$ cat src/rtl/fitness_countdown_timer.sv
// MM:SS workout countdown with start/pause/stop control and an optional
// WORK/REST interval mode; counts one second every TICK_DIV clock cycles.
module fitness_countdown_timer #(
   parameter int TIME_W   = 8,
   parameter int TICK_DIV = 50000000,
   parameter int ROUND_W  = 4
) (
   input  logic               clk,
   input  logic               rst,
   input  logic [TIME_W-1:0]  load_min,
   input  logic [TIME_W-1:0]  rest_min,
   input  logic [ROUND_W-1:0] rounds,
   input  logic               interval,
   input  logic               start,
   input  logic               pause,
   input  logic               stop,
   output logic [TIME_W-1:0]  min_out,
   output logic [5:0]         sec_out,
   output logic [ROUND_W-1:0] round_out,
   output logic               phase_rest,
   output logic               running,
   output logic               done,
   output logic               alarm
);

   localparam int PW = $clog2(TICK_DIV);
   localparam logic [PW-1:0] TICK_LAST = PW'(TICK_DIV - 1);

   typedef enum logic [1:0] {S_IDLE, S_RUN, S_PAUSE, S_DONE} state_t;

   state_t               state;
   logic [PW-1:0]        presc;
   logic [TIME_W-1:0]    lat_load;
   logic [TIME_W-1:0]    lat_rest;
   logic                 lat_interval;
   logic [ROUND_W-1:0]   lat_rounds;

   logic tick;
   logic last_sec;
   logic final_phase;
   logic finishing;

   // Control inputs are plain levels sampled every cycle (no handshake):
   // stop beats pause beats start; pause acts as a toggle only in RUN/PAUSE.
   always_comb begin
      tick        = (presc == TICK_LAST);
      last_sec    = (min_out == '0) && (sec_out == 6'd1);
      final_phase = !lat_interval || (!phase_rest && (round_out == lat_rounds));
      finishing   = tick && last_sec && final_phase;
   end

   always_ff @(posedge clk or posedge rst) begin
      if (rst) begin
         state        <= S_IDLE;
         presc        <= '0;
         lat_load     <= '0;
         lat_rest     <= '0;
         lat_interval <= 1'b0;
         lat_rounds   <= '0;
         min_out      <= '0;
         sec_out      <= '0;
         round_out    <= '0;
         phase_rest   <= 1'b0;
         running      <= 1'b0;
         done         <= 1'b0;
         alarm        <= 1'b0;
      end else begin
         done <= 1'b0;
         if (stop) begin
            state      <= S_IDLE;
            presc      <= '0;
            min_out    <= '0;
            sec_out    <= '0;
            round_out  <= '0;
            phase_rest <= 1'b0;
            running    <= 1'b0;
            alarm      <= 1'b0;
         end else begin
            case (state)
               S_IDLE, S_DONE: begin
                  if (start && (load_min != '0)) begin
                     lat_load     <= load_min;
                     lat_rest     <= rest_min;
                     lat_interval <= interval;
                     lat_rounds   <= (rounds == '0) ? ROUND_W'(1) : rounds;
                     min_out      <= load_min;
                     sec_out      <= '0;
                     round_out    <= ROUND_W'(1);
                     phase_rest   <= 1'b0;
                     presc        <= '0;
                     running      <= 1'b1;
                     alarm        <= 1'b0;
                     state        <= S_RUN;
                  end
               end
               S_RUN: begin
                  if (tick) begin
                     presc <= '0;
                     // 00:01 -> 00:00 ends the phase; the next phase loads in the same cycle.
                     if (last_sec) begin
                        if (final_phase) begin
                           min_out <= '0;
                           sec_out <= '0;
                           running <= 1'b0;
                           done    <= 1'b1;
                           alarm   <= 1'b1;
                           state   <= S_DONE;
                        end else if (!phase_rest && (lat_rest != '0)) begin
                           min_out    <= lat_rest;
                           sec_out    <= '0;
                           phase_rest <= 1'b1;
                        end else begin
                           round_out  <= round_out + ROUND_W'(1);
                           min_out    <= lat_load;
                           sec_out    <= '0;
                           phase_rest <= 1'b0;
                        end
                     end else if (sec_out != '0) begin
                        sec_out <= sec_out - 6'd1;
                     end else begin
                        sec_out <= 6'd59;
                        min_out <= min_out - TIME_W'(1);
                     end
                  end else begin
                     presc <= presc + PW'(1);
                  end
                  if (pause && !finishing) begin
                     running <= 1'b0;
                     state   <= S_PAUSE;
                  end
               end
               S_PAUSE: begin
                  if (pause) begin
                     running <= 1'b1;
                     state   <= S_RUN;
                  end
               end
               default: state <= S_IDLE;
            endcase
         end
      end
   end

endmodule

$ cat config.mk
export PLATFORM = sky130hd
export DESIGN_NAME = fitness_countdown_timer
export DESIGN_NICKNAME = d
export VERILOG_FILES = /design/src/rtl/fitness_countdown_timer.sv
export SDC_FILE = /design/constraint.sdc
export NUM_CORES = 1
export LEC_CHECK = 0
export ABC_AREA = 0
export CAP_MARGIN = 15
export CORE_MARGIN = 2
export CORE_UTILIZATION = 50
export CTS_CLUSTER_SIZE = 10
export DETAILED_ROUTE_END_ITERATION = 10
export PLACE_DENSITY = 0.86
export SLEW_MARGIN = 20
export SYNTH_ARGS = -nofsm -noshare
export SYNTH_HDL_FRONTEND = slang
export SYNTH_SLANG_ARGS = --single-unit
export TNS_END_PERCENT = 10
$ cat constraint.sdc
create_clock -name clk -period 2.44 [get_ports clk]
set_clock_uncertainty 0.2 [all_clocks]
set_input_delay 0.488 -clock clk [delete_from_list [all_inputs] [get_ports clk]]
set_output_delay 0.488 -clock clk [all_outputs]
set_load 0.02 [all_outputs]
Word level (Yosys, flattened, before mapping)
Index checks and enable logic that the tools add are counted.
- register bits after elaboration: 71
- bits in latches: 0
- RAM bits: 0
- memory bits (read-only): 0
- bits of input ports: 26
- output and inout port bits: 22
- word-level logic and storage cells: 121
- memories: 0
- add/sub/neg operators: 4
- multiply operators: 0
- div/mod/pow operators: 0
- order comparisons: 0
- equality and inequality tests: 17
- shifts and indexed selects: 0
- mux-type cells: 59
- bitwise logic cells: 1
- reductions and logical operators: 27
- operators by type and width (operator ; count):
    two-way mux 26 bit ; 3
    two-way mux 8 bit ; 7
    case mux 26 bit (2 select lines) ; 1
    two-way mux 6 bit ; 5
    two-way mux 4 bit ; 7
    adder 26 x 1 -> 26 bit (second input constant) ; 1
    equality test 26 bit (second input constant) ; 1
    two-way mux 1 bit ; 22
    inequality test 3 bit (second input constant) ; 7
    inequality test 4 bit (second input constant) ; 4
    case mux 8 bit (2 select lines) ; 1
    nonzero test 8 bit ; 2
    AND reduction 5 bit ; 3
    two-way mux 2 bit ; 7
    case mux 6 bit (2 select lines) ; 1
    zero test 8 bit ; 1
    case mux 4 bit (2 select lines) ; 1
    subtractor 8 x 1 -> 8 bit (second input constant) ; 1
    logical AND 1 bit ; 7
    equality test 6 x 1 -> 1 bit (second input constant) ; 1
    case mux 2 bit (3 select lines) ; 1
    AND reduction 3 bit ; 2
    AND reduction 6 bit ; 1
    nonzero test 6 bit ; 1
    other kinds (16) ; 20

Longest topological paths before layout
- depth after elaboration: 9
- depth in mapped cells: 9
- gate-level depth less buffers: 8

Worst setup path after synthesis
No wires, ideal clock.
- path type: flip-flop to flip-flop
- from: reg presc[0]
- to: reg round_out[3]
- setup time: 0.120 ns
- arrival time: 2.164 ns
- required time: 2.120 ns
- setup slack: -0.044 ns
- stages on the path, launching flop included: 9
- buffers on the path: 1
- clock period less this slack: 2.484 ns
- cell sequence: dfrtp_1 -> ha_1 -> nand3_2 -> or3_1 -> or2_1 -> buf_2 -> or4_4 -> a21oi_2 -> o21ai_2
- word-level cells in the longest chain between the ends: 3
- ends and longest elaborated chain (what ; RTL line ; source):
    start, declared ; 32 ; logic [PW-1:0] presc;
    start signal, assigned ; 125 ; presc <= presc + PW'(1);
    equality test 26 bit ; 46 ; tick = (presc == TICK_LAST);
    inequality test 3 bit (no line) ; -- ;
    AND reduction 6 bit (no line) ; -- ;
    end signal, assigned ; 113 ; round_out <= round_out + ROUND_W'(1);
    end, declared ; 19 ; output logic [ROUND_W-1:0] round_out,
No other way between the ends.
A chain may end at the register's enable or synchronous reset.

Worst setup path after layout
- from: in load_min[4]
- to: reg running
- word-level cells in the longest chain between the ends: 4
- ends and longest elaborated chain (what ; RTL line ; source):
    start, declared ; 10 ; input logic [TIME_W-1:0] load_min,
    nonzero test 8 bit ; 81 ; if (start && (load_min != '0)) begin
    logical AND 1 bit ; 81 ;
    inequality test 3 bit (no line) ; -- ;
    AND reduction 5 bit (no line) ; -- ;
    end signal, assigned ; 76 ; running <= 1'b0;
    end signal, assigned ; 91 ; running <= 1'b1;
    end signal, assigned ; 104 ; running <= 1'b0;
    end, declared ; 21 ; output logic running,
No other way between the ends.

==> run metrics <==
WS Path Type=in -> reg; power per cell area=893 mW/mm²; Post-Syn Area=0.00401 mm²; WL final=12.7 mm; vias per cell=6.31; hold-critical path depth=1; first-pass GRT wire length=18.7 mm; WL per Instance=19.2 µm; # DRC=0; overall die width=93.6 µm; ys flop type=dfrtp_1; Reg2Reg Setup Slack=-0.03 ns; failing checks=negative setup slack; Power Total=5.05 mW; Clock Pin Slew Worst Setup and Hold Paths=0.09 ns; Seq cells post-synth=71; Tot GR Track Use=0.273; Initial DRC Count=549; number of synthesized flops with an enable pin=0; post-layout util=0.728; port bufs=47; fin worst setup slack=-0.0368 ns; Synth area leader=dfrtp_1; vias in the first global route=3,867; Synth area leaders=dfrtp_1 (44%), mux2_2 (5.9%), o21ai_0 (4.9%), xor2_1 (3.7%), nand2_1 (3.5%); worst hold start=presc[25]; H-tree levels=3; Hold Fails Final Rpt=0; nets=589; CP startpoint kind=primary input; RSZ-0062 raised after global routing=yes; fill cell total of the finished layout=486; Post-synth ARST share=1.00; most frequent cell after synthesis=dfrtp_1; RR Endpoint=round_out[3]; TritonRoute pass-1 iters=6; Core Box Area=0.00777 mm²; GP Congestion=0.883; hold endpoint=presc[25]; CTS root buffer=clkbuf_8; post-synth cell types=58; commonest cells in the netlist=dfrtp_1 (71), o21ai_0 (39), nand2_1 (37), nor2_1 (36), a21oi_1 (24); synthesis-to-finish area growth=41.0%; Leak Pwr=2.53 nW; die area=0.00876 mm²; IO Pins=48; register area share after synthesis=0.443; Syn. warnings=0; number of diodes=0; worst r2r path cells=7; Reg-to-Reg Start=presc[1]; worst endpoint required time=2.51 ns; Syn Inst Count=427; Row Count=32; total congestion overflow=0; setup TNS=-0.118 ns; worst min path class=reg -> reg; die height=93.6 µm; Final ANT Viol Nets=0; Min Clock Period, post-route=2.48 ns; via count=4,168; upper clock frequency limit=404 MHz; Final Max Slew Viols=0; Slew @ Worst Pin=0.684 ns; fin crit share=1.02; largest net degree at the start of global routing=72; total CTS buffers=9; Initial Utilization=0.517; Setup-failing EPs final=7; crit-path max FO=2; CTS tree=done; initial antenna violation count=0; Syn Area/Cell=9.40 µm²; Clock Path Buffers=2; Net Count, Synth=462; crit path DAT=2.55 ns; max capacitance violation total=0; worst vdd ir=0.000535 V; area fraction of the dominant cell type after synthesis=0.443; outcome=finished, violations left; hold-fix buffers at CTS=0; Max-slew headroom=0.540; hpwl dp=8.13 mm; Clock Latency Late Sink=0.38 ns; proportion of layout cells with a drive suffix above 1=0.306; critical path capture point type=register; CTS Sinks=71
-- worst max-delay path: stages --
cell and delay [ns]:
clkdlybuf4s50_1 0.44, or4_4 0.56, o21ai_2 0.22, a21oi_1 0.11, nor2_1 0.16, mux2_2 0.36
a31o_2 0.21
-- cells by family (layout without fill, tap and decap cells) --
logic type      count (synthesis)  after routing  share of synthesized area
compound gates                102            102                      0.157
mux                            28             28                     0.0764
flops                          71             71                      0.443
xor+xnor                       20             20                     0.0436
buf+inv                        39            171                     0.0396
fa+ha+maj                       9              9                     0.0281
simple gates                  158            158                      0.212
-- cells in the final DEF, fill, tap and decap left out, types with 4 or more instances in the layout --
| master | n |
|---|---|
| o22a_1 | 4 |
| and3_1 | 9 |
| nor3_1 | 9 |
| nand3_1 | 14 |
| or4_4 | 5 |
| nand4_1 | 8 |
| nor4_1 | 6 |
| inv_1 | 17 |
| buf_6 | 4 |
| xor2_1 | 17 |
| clkdlybuf4s50_1 | 47 |
| mux2_2 | 21 |
| ha_4 | 4 |
| clkbuf_8 | 9 |
| o31ai_1 | 7 |
| mux2i_1 | 7 |
| nor2_1 | 35 |
| dfrtp_1 | 71 |
| nand2_1 | 35 |
| ha_1 | 5 |
| o21ai_0 | 36 |
| buf_4 | 80 |
| a31oi_1 | 5 |
| a21oi_1 | 20 |
| o21ai_1 | 4 |
-- timing repair --
action	CTS	global route
endpoints found under the setup margin	63	68
pin swaps	2	14
setup buffers	1	10
hold endpoints to repair	0	0
resized for setup	8	44
-- through the flow --
stage / worst slack (ns) / hold WS, ns / cell area (µm²) / std cells
2_1_floorplan: -0.0438 / 0.244 / 4020 / 427
3_3_place_gp: -0.411 / 0.280 / 5140 / 634
3_5_place_dp: -0.511 / 0.279 / 5140 / 634
4_1_cts: -0.118 / 0.290 / 5390 / 651
5_1_grt: -0.111 / 0.321 / 5660 / 661
6_report: -0.0368 / 0.295 / 5660 / 661
-- layer usage --
metal	part of all wire	track usage	vias up
met5	0	0	-
met1	0.39	0.358	1991
met4	0.043	0.118	0
li1	-	-	1811
met2	0.48	0.444	295
met3	0.090	0.0483	71
-- cell type report --
class	count	area (µm²)	share of cell area
Clock buffer	9	124	0.0219
Clock inverter	7	72.6	0.0128
Inverter	21	82.6	0.0146
Multi-Input combinational cell	317	2300	0.406
Sequential cell	71	1780	0.314
Tap cell	102	128	0.0226
Timing Repair Buffer	134	1180	0.208
-- flip-flops by register name, summed over array words and instances, names as in the netlist --
register      cells
running           1
alarm             1
presc            26
done              1
lat_load          8
lat_interval      1
round_out         4
phase_rest        1
state             2
min_out           8
lat_rounds        4
sec_out           6
lat_rest          8
-- how the worst max path moves through the flow --
stage	depth (start not counted)	slack, ns	to	start
final	7	-0.04	running	load_min[4]
after global routing	7	-0.11	running	load_min[5]
after CTS	6	-0.12	min_out[4]	presc[0]
after detailed placement	8	-0.51	presc[22]	load_min[4]
after global placement	7	-0.41	running	load_min[4]
after floorplan	8	-0.04	round_out[3]	presc[0]
-- where the power goes --
part | switching, mW | internal, mW | total (mW)
sequential | 0.251 | 1.46 | 1.71
clock | 0.495 | 0.473 | 0.969
combinational | 1.22 | 1.16 | 2.38
Power figures use the tool's default switching activity.
